--- config.mk ---
export PLATFORM = sky130hd
export DESIGN_NAME = mem_access_unit_flat
export DESIGN_NICKNAME = d
export VERILOG_FILES = /design/src/rtl/mem_access_unit_if.sv /design/src/rtl/mem_access_unit.sv /design/src/flat_wrapper.sv
export SDC_FILE = /design/constraint.sdc
export NUM_CORES = 1
export LEC_CHECK = 0
export BUFFER_PORTS_ARGS = -buffer_cell sky130_fd_sc_hd__buf_4
export CORE_UTILIZATION = 48
export CTS_CLUSTER_DIAMETER = 100
export DETAILED_ROUTE_END_ITERATION = 8
export PLACE_DENSITY = 0.85
export SYNTH_ARGS = -nofsm -noshare
export SYNTH_HDL_FRONTEND = slang
export SYNTH_SLANG_ARGS = --single-unit
--- constraint.sdc ---
create_clock -name clk -period 3.5 [get_ports clk]
set_input_delay 0 -clock clk [delete_from_list [all_inputs] [get_ports clk]]
set_output_delay 0 -clock clk [all_outputs]
set_load 0.02 [all_outputs]
--- src/rtl/mem_access_unit_if.sv ---
// mem_access_unit_if: bundle of the core request/response handshake and the
// data-RAM port of mem_access_unit.
//   req_*   : core request (valid/ready, we, size, signed, addr, wdata)
//   resp_*  : one-cycle completion pulse with load data and misalignment flag
//   *_mem   : RAM enable, word address, byte-lane write enables/data, read data
// Modports: slave = the access unit itself, master = core + RAM environment.

interface mem_access_unit_if;
   logic        req_valid;
   logic        req_ready;
   logic        req_we;
   logic [1:0]  req_size;
   logic        req_signed;
   logic [31:0] req_addr;
   logic [31:0] req_wdata;

   logic        resp_valid;
   logic [31:0] resp_rdata;
   logic        resp_err;

   logic        en_mem;
   logic [31:0] addr_mem;
   logic [3:0]  w_en_mem;
   logic [31:0] w_data_mem;
   logic [31:0] r_data_mem;

   modport slave (
      input  req_valid, req_we, req_size, req_signed, req_addr, req_wdata, r_data_mem,
      output req_ready, resp_valid, resp_rdata, resp_err,
             en_mem, addr_mem, w_en_mem, w_data_mem
   );

   modport master (
      output req_valid, req_we, req_size, req_signed, req_addr, req_wdata, r_data_mem,
      input  req_ready, resp_valid, resp_rdata, resp_err,
             en_mem, addr_mem, w_en_mem, w_data_mem
   );
endinterface

--- src/rtl/mem_access_unit.sv ---
// mem_access_unit: single-outstanding load/store unit between a core request
// port and a synchronous (1-cycle read latency) data RAM. Stores drive
// little-endian byte lanes with replicated data; loads select the byte/half
// from the returned word and sign- or zero-extend it.
// Ports:
//   clk  - rising-edge clock
//   rst  - asynchronous active-high reset
//   bus  - mem_access_unit_if.slave (req_*, resp_*, en/addr/w_en/w_data/r_data _mem)
// Build option MEM_ACCESS_MISALIGN_TRAP_EN: misaligned half/word requests skip
// the RAM and complete next cycle with resp_err=1. Without it resp_err is tied
// low and low address bits below the access size are ignored.

module mem_access_unit (
   input  logic             clk,
   input  logic             rst,
   mem_access_unit_if.slave bus
);

   typedef enum logic [1:0] {IDLE, ISSUE, WAIT, RESP} state_t;

   state_t      state;
   state_t      next_state;

   logic        we_q;
   logic        signed_q;
   logic [1:0]  size_q;
   logic [1:0]  addr_lo_q;

   logic        handshake;
   logic        misaligned;
   logic [3:0]  st_lanes;
   logic [31:0] st_data;
   logic [7:0]  ld_byte;
   logic [15:0] ld_half;
   logic [31:0] ld_data;

   assign bus.req_ready = (state == IDLE) && !rst;
   assign handshake     = bus.req_valid && bus.req_ready;

`ifdef MEM_ACCESS_MISALIGN_TRAP_EN
   always_comb begin
      misaligned = 1'b0;
      case (bus.req_size)
         2'd0:    misaligned = 1'b0;
         2'd1:    misaligned = bus.req_addr[0];
         default: misaligned = |bus.req_addr[1:0];
      endcase
   end
`else
   assign misaligned = 1'b0;
`endif

   // State register
   always_ff @(posedge clk or posedge rst) begin
      if (rst) state <= IDLE;
      else     state <= next_state;
   end

   // Next-state logic; a trapped request bypasses the RAM entirely
   always_comb begin
      next_state = state;
      case (state)
         IDLE:    if (handshake) next_state = misaligned ? RESP : ISSUE;
         ISSUE:   next_state = we_q ? RESP : WAIT;
         WAIT:    next_state = RESP;
         RESP:    next_state = IDLE;
         default: next_state = IDLE;
      endcase
   end

   // Store lane enables and replicated data, from the live request
   always_comb begin
      st_lanes = 4'b1111;
      st_data  = bus.req_wdata;
      case (bus.req_size)
         2'd0: begin
            st_lanes = 4'b0001 << bus.req_addr[1:0];
            st_data  = {4{bus.req_wdata[7:0]}};
         end
         2'd1: begin
            st_lanes = bus.req_addr[1] ? 4'b1100 : 4'b0011;
            st_data  = {2{bus.req_wdata[15:0]}};
         end
         default: ;
      endcase
   end

   // Load lane select and extension, from the captured request
   always_comb begin
      ld_byte = bus.r_data_mem[7:0];
      case (addr_lo_q)
         2'd0: ld_byte = bus.r_data_mem[7:0];
         2'd1: ld_byte = bus.r_data_mem[15:8];
         2'd2: ld_byte = bus.r_data_mem[23:16];
         2'd3: ld_byte = bus.r_data_mem[31:24];
         default: ;
      endcase
      ld_half = addr_lo_q[1] ? bus.r_data_mem[31:16] : bus.r_data_mem[15:0];
      ld_data = bus.r_data_mem;
      case (size_q)
         2'd0: ld_data = signed_q ? {{24{ld_byte[7]}}, ld_byte} : {24'h0, ld_byte};
         2'd1: ld_data = signed_q ? {{16{ld_half[15]}}, ld_half} : {16'h0, ld_half};
         default: ;
      endcase
   end

   // Request capture, memory-side outputs and response
   always_ff @(posedge clk or posedge rst) begin
      if (rst) begin
         we_q           <= 1'b0;
         signed_q       <= 1'b0;
         size_q         <= '0;
         addr_lo_q      <= '0;
         bus.en_mem     <= 1'b0;
         bus.addr_mem   <= '0;
         bus.w_en_mem   <= '0;
         bus.w_data_mem <= '0;
         bus.resp_valid <= 1'b0;
         bus.resp_rdata <= '0;
      end else begin
         bus.en_mem     <= 1'b0;
         bus.w_en_mem   <= '0;
         bus.resp_valid <= (next_state == RESP);
         if (handshake) begin
            we_q      <= bus.req_we;
            signed_q  <= bus.req_signed;
            size_q    <= bus.req_size;
            addr_lo_q <= bus.req_addr[1:0];
         end
         if (handshake && (next_state == ISSUE)) begin
            bus.en_mem     <= 1'b1;
            bus.addr_mem   <= {bus.req_addr[31:2], 2'b00};
            bus.w_en_mem   <= bus.req_we ? st_lanes : 4'b0000;
            bus.w_data_mem <= st_data;
         end
         if (state == WAIT) bus.resp_rdata <= ld_data;
      end
   end

`ifdef MEM_ACCESS_MISALIGN_TRAP_EN
   // Error flag rides alongside the trap completion pulse only
   always_ff @(posedge clk or posedge rst) begin
      if (rst) bus.resp_err <= 1'b0;
      else     bus.resp_err <= handshake && misaligned;
   end
`else
   assign bus.resp_err = 1'b0;
`endif

endmodule

--- src/flat_wrapper.sv ---
// flat-port wrapper written by rule: the top's interface ports become plain ports
module mem_access_unit_flat 
  (clk, rst, bus_req_valid, bus_req_we, bus_req_size, bus_req_signed, bus_req_addr, bus_req_wdata, bus_r_data_mem, bus_req_ready, bus_resp_valid, bus_resp_rdata, bus_resp_err, bus_en_mem, bus_addr_mem, bus_w_en_mem, bus_w_data_mem);
  mem_access_unit_if bus_i ();
  input  logic clk;
  input  logic rst;
  input wire logic [$bits(bus_i.req_valid)-1:0] bus_req_valid;
  input wire logic [$bits(bus_i.req_we)-1:0] bus_req_we;
  input wire logic [$bits(bus_i.req_size)-1:0] bus_req_size;
  input wire logic [$bits(bus_i.req_signed)-1:0] bus_req_signed;
  input wire logic [$bits(bus_i.req_addr)-1:0] bus_req_addr;
  input wire logic [$bits(bus_i.req_wdata)-1:0] bus_req_wdata;
  input wire logic [$bits(bus_i.r_data_mem)-1:0] bus_r_data_mem;
  output wire logic [$bits(bus_i.req_ready)-1:0] bus_req_ready;
  output wire logic [$bits(bus_i.resp_valid)-1:0] bus_resp_valid;
  output wire logic [$bits(bus_i.resp_rdata)-1:0] bus_resp_rdata;
  output wire logic [$bits(bus_i.resp_err)-1:0] bus_resp_err;
  output wire logic [$bits(bus_i.en_mem)-1:0] bus_en_mem;
  output wire logic [$bits(bus_i.addr_mem)-1:0] bus_addr_mem;
  output wire logic [$bits(bus_i.w_en_mem)-1:0] bus_w_en_mem;
  output wire logic [$bits(bus_i.w_data_mem)-1:0] bus_w_data_mem;
  assign bus_i.req_valid = bus_req_valid;
  assign bus_i.req_we = bus_req_we;
  assign bus_i.req_size = bus_req_size;
  assign bus_i.req_signed = bus_req_signed;
  assign bus_i.req_addr = bus_req_addr;
  assign bus_i.req_wdata = bus_req_wdata;
  assign bus_i.r_data_mem = bus_r_data_mem;
  assign bus_req_ready = bus_i.req_ready;
  assign bus_resp_valid = bus_i.resp_valid;
  assign bus_resp_rdata = bus_i.resp_rdata;
  assign bus_resp_err = bus_i.resp_err;
  assign bus_en_mem = bus_i.en_mem;
  assign bus_addr_mem = bus_i.addr_mem;
  assign bus_w_en_mem = bus_i.w_en_mem;
  assign bus_w_data_mem = bus_i.w_data_mem;
  mem_access_unit u_core (.clk(clk), .rst(rst), .bus(bus_i));
endmodule
# Word level (Yosys, flattened, before mapping)
# Index checks and enable logic that the tools add are counted.
[totals]
rom_bits = 0
ram_bits = 0
mem_count = 0
register_bits = 108
latchBits = 0
wordCells = 44
[op_classes]
n_mux = 14
n_eq_ne = 10
magnitude_cmp = 0
n_addsub = 0
n_reduce_logical = 8
multipliers = 0
bitwise = 0
shifts = 1
div_mod_pow = 0
[op_table]
columns = ["cell", "n"]
rows = [
  ["32-bit case mux with 2 select lines", 2],
  ["32-bit two-way mux", 2],
  ["8-bit case mux with 4 select lines", 1],
  ["16-bit two-way mux", 1],
  ["4-bit two-way mux", 3],
  ["2-bit by 1-bit equality test with 1-bit output (second input constant)", 5],
  ["2-bit equality test (second input constant)", 5],
  ["2-bit zero test", 4],
  ["2-bit case mux with 4 select lines", 1],
  ["4-bit case mux with 2 select lines", 1],
  ["1-bit by 2-bit left shift with 4-bit output (first input constant)", 1],
  ["1-bit logical AND", 3],
  ["1-bit two-way mux", 2],
  ["2-bit two-way mux", 1],
  ["1-bit zero test", 1],
]

# Longest topological paths before layout
[logic_depth]
depth_word = 8
ltp_mapped = 9
ltp_nobuf = 6

# Least setup slack after synthesis
# OpenSTA, ideal clock, no wires.
[synth_path]
path_type = "reg2reg"
start = "register u_core.state[0]"
end = "register u_core.bus.addr_mem[10] (netlist name)"
arrival_ps = 1748
setup_slack_ps = 1627
synth_period_minus_slack_ps = 1873
stages_incl_launch_ff = 8
n_path_buf = 2
required_ps = 3375
setup_time_ps = 125
cell_sequence = "dfrtp_1 -> inv_1 -> ha_1 -> nand3b_4 -> or3_1 -> buf_4 -> buf_6 -> mux2_4"
[synth_via]
elab_chain_cells = 7
[synth_rtl]
columns = ["element", "line_no", "rtl"]
rows = [
  ["start, declared", "mem_access_unit.sv:21", "state_t state;"],
  ["start signal, assigned", "mem_access_unit.sv:56", "else state <= next_state;"],
  ["2-bit zero test", "mem_access_unit.sv:37, mem_access_unit.sv:62", ""],
  ["1-bit logical AND", "mem_access_unit.sv:37", "assign bus.req_ready = (state == IDLE) && !rst;"],
  ["1-bit logical AND", "mem_access_unit.sv:38", "assign handshake = bus.req_valid && bus.req_ready;"],
  ["2-bit two-way mux", "mem_access_unit.sv:63", "IDLE: if (handshake) next_state = misaligned ? RESP : ISSUE;"],
  ["2-bit case mux with 4 select lines", "mem_access_unit.sv:62", "case (state)"],
  ["2-bit by 1-bit equality test with 1-bit output", "mem_access_unit.sv:130", "if (handshake && (next_state == ISSUE)) begin"],
  ["1-bit logical AND (*)", "mem_access_unit.sv:130", ""],
  ["end signal, assigned", "mem_access_unit.sv:132", "bus.addr_mem <= {bus.req_addr[31:2], 2'b00};"],
  ["end, declared", "mem_access_unit_if.sv:30", "en_mem, addr_mem, w_en_mem, w_data_mem"],
]
# Every way passes the cells marked *; elsewhere a longest branch is shown, timed or not.
# A chain may end at the register's enable or synchronous reset.

# Worst setup path after layout
[layout_path]
start = "register u_core.state[0]"
end = "register u_core.bus.w_data_mem[6] (netlist name)"
[layout_via]
elab_chain_cells = 7
[layout_rtl]
columns = ["element", "line_no", "rtl"]
rows = [
  ["2-bit zero test", "mem_access_unit.sv:37, mem_access_unit.sv:62", ""],
  ["1-bit logical AND", "mem_access_unit.sv:37", ""],
  ["1-bit logical AND", "mem_access_unit.sv:38", ""],
  ["2-bit two-way mux", "mem_access_unit.sv:63", ""],
  ["2-bit case mux with 4 select lines", "mem_access_unit.sv:62", ""],
  ["2-bit by 1-bit equality test with 1-bit output", "mem_access_unit.sv:130", ""],
  ["1-bit logical AND (*)", "mem_access_unit.sv:130", ""],
  ["end signal, assigned", "mem_access_unit.sv:134", "bus.w_data_mem <= st_data;"],
  ["end, declared", "mem_access_unit_if.sv:30", ""],
]
# Marked as above.

==> impl_metrics.tcl <==
set metrics [dict create \
    syn_avg_cell_area_um2 12.5 \
    finalSetupViolCount 0 \
    vias_per_cell 5.50 \
    vdd_drop_max_v 0.000447 \
    layout-drive-gt1-share 0.411 \
    yosys-top-cells-area "dfrtp_1, mux2_4, mux2i_1" \
    drtIter0Drc 266 \
    n_fill_cell 552 \
    firstDrtPassIters 5 \
    clock_latency_ns 0.38 \
    post_cts_buffers 0 \
    synth_top_cell_by_area "dfrtp_1" \
    syn_to_final_growth_pct 56.2 \
    yosys.cell_types.count 38 \
    ys_async_sr_fraction 1.00 \
    fin_crit_sh 0.716 \
    multi_input_area_um2 2080 \
    finalHoldViolCount 0 \
    grt_pass1_vias 4953 \
    fin_worst_skew_ns 0.0217 \
    fin_util 0.787 \
    ant_nets 0 \
    crit_arrival_ns 2.77 \
    grt_first_pass_wirelength_um 26400 \
    design.core.area_um2 9910 \
    required_ns 3.76 \
    cts_max_path_buffers 2 \
    grt_util_all_layers 0.316 \
    fin_nets 801 \
    synth_flop_cell "dfrtp_1" \
    p_sw_frac 0.411 \
    p_int_mw 3.83 \
    drc 0 \
    critPathCaptureType "flop" \
    cts_resized 0 \
    crit_path_top_delay_cell "or3_4" \
    fp.dieH_um 104 \
    setup_tns_ns 0 \
    tightestPinTransition_ns 1.14 \
    yosys_warnings 0 \
    rows 36 \
    crit_type "flop to flop" \
    hold_path.class "input port to flop" \
    ctsHtreeMaxLevel 3 \
    dieWidth_um 104 \
    ys_ff_latch 108 \
    cts.sinks 108 \
    clk_pin_slew_ns 0.10 \
    max_cap_viol_count 0 \
    die_area_um2 10800 \
    max_stage_delay_ns 0.47 \
    antenna_found_initial 1 \
    p_seq_frac 0.352 \
    dp.final_hpwl_um 9620 \
    setup_slack_ns 0.993 \
    synth_seq_area_share 0.541 \
    cp_max_fo 31 \
    p_clk_frac 0.132 \
    wire_per_inst_um 20.3 \
    worstSetupStartpointType "flop" \
    post-place-ws_ns 1.05 \
    hold_buffers 100 \
    rsz0062_at_grt "false" \
    min_period_ns 2.51 \
    max_freq_mhz 399 \
    powerDensity_nw_per_um2 834 \
    grt_max_degree 57 \
    hold_ws_ns 0.0785 \
    port_buffers 203 \
    status "finished, final reports clean" \
    synth_edf_count 0 \
    regArea_um2 2700 \
    slew_headroom 0.236 \
    share_comb_of_total_power 0.516 \
    power_mw 6.51 \
    synth_top_area_frac 0.541 \
    cpMostUsedCell "buf_4" \
    overflow 0 \
    via_count 4578 \
    crit_buf_inv 3 \
    crit_family "buffers and inverters" \
    place.gp.congestion 0.853 \
    path_cells "inv_1 > ha_1 > buf_4 > a211oi_1 > or3_4 > buf_4 > mux2_4" \
    leakage_nw 3.90 \
    slew_viol_final 0 \
    numCtsBuffers 9 \
    syn_inst 398 \
    cts_tree "built" \
    switchingPower_mw 2.67 \
    io_pins 207 \
    start_util 0.504 \
    drt-total-wl_um 16900 \
    syn_area_um2 4990 \
    root_buffer "clkbuf_8" \
]
==> power groups by stage <==
stage,Combinational (mW),Sequential (mW),Clock (mW)
final,3.36,2.29,0.860
after global routing,3.55,2.34,0.920
after CTS,3.27,2.24,0.869
after detailed placement,3.18,2.25,0
after global placement,3.09,2.23,0
after floorplan,1.38,2.78,0
==> metrics by stage <==
| step | std cells | instance area (µm²) |
|---|---|---|
| 3_3_place_gp | 716 | 6570 |
| 6_report | 833 | 7800 |
| 2_1_floorplan | 400 | 5000 |
| 3_5_place_dp | 716 | 6570 |
| 4_1_cts | 832 | 7790 |
| 5_1_grt | 833 | 7800 |
==> state kept, by name (all words and copies together), names as in the netlist <==
register and cells:
u_core.bus.en_mem 1, u_core.bus.addr_mem 30, u_core.addr_lo_q 2, u_core.bus.w_data_mem 32, u_core.signed_q 1, u_core.bus.resp_rdata 32, u_core.we_q 1, u_core.bus.w_en_mem 4
u_core.size_q 2, u_core.bus.resp_valid 1, u_core.state 2
==> layer usage <==
layer,track usage,share of wire,vias up
met5,0,0,-
met4,0.141,0.029,0
met3,0.0739,0.088,39
met2,0.553,0.51,292
met1,0.368,0.37,2247
li1,-,-,2000
==> final timing paths <==
check | to | slack, ns | startpoint | cells after the start
setup reg to reg | u_core.bus.w_data_mem[6] | 0.99 | u_core.state[0] | 7
min in group asynchronous | u_core.bus.addr_mem[12] | 0.41 | rst | 4
hold reg to reg | u_core.bus.w_data_mem[23] | 0.52 | u_core.bus.w_data_mem[23] | 2
hold / removal | u_core.size_q[0] | 0.08 | bus_req_size[0] | 2
max in group asynchronous | u_core.bus.resp_rdata[18] | 2.61 | rst | 4
setup / recovery | u_core.bus.w_data_mem[6] | 0.99 | u_core.state[0] | 7
==> cells in the final DEF, fill, tap and decap left out, types with 2 or more instances in the layout <==
cell type / instances
o21ai_1: 24
and2_1: 2
a21oi_2: 8
buf_4: 209
nand2b_1: 9
conb_1: 3
o22ai_1: 15
inv_1: 6
clkinv_2: 2
mux2_2: 6
dfrtp_1: 108
a21oi_1: 16
a221o_1: 16
dlygate4sd3_1: 100
nor2_1: 24
clkbuf_8: 9
inv_6: 3
mux2i_1: 31
ha_1: 4
nand2_1: 35
nor2b_1: 2
bufinv_16: 2
or3_1: 7
mux2_4: 39
==> final cells by class <==
| cell class | instances | area share |
|---|---|---|
| flip-flops and latches | 108 | 0.347 |
| repair buffers | 310 | 0.332 |
| multi-input cells | 257 | 0.267 |
| well taps | 133 | 0.0213 |
| clock buffers | 9 | 0.0159 |
| clock inverters | 7 | 0.0124 |
| inverters | 8 | 0.00417 |
| diodes | 1 | 0.000321 |
==> cell families after synthesis <==
family | Yosys count | share of synthesized area
DFF | 108 | 0.541
AOI/OAI and AO/OA | 90 | 0.129
and+or+nand+nor | 83 | 0.0769
muxes | 77 | 0.197
buffers and inverters | 35 | 0.0441
adders and majority gates | 4 | 0.0100
other | 1 | 0.000751
==> Yosys cell counts (2+ instances only) <==
cell type / instances
a21oi_1: 16
a21oi_2: 8
a221o_1: 16
and2_1: 2
buf_2: 5
buf_4: 4
buf_6: 9
clkbuf_1: 9
dfrtp_1: 108
ha_1: 4
inv_1: 7
mux2_2: 6
mux2_4: 39
mux2i_1: 31
nand2_1: 35
nand2b_1: 9
nor2_1: 24
nor2b_1: 2
o21ai_1: 24
o22ai_1: 15
or3_1: 8
No activity file was read; power rests on OpenSTA's default activity.
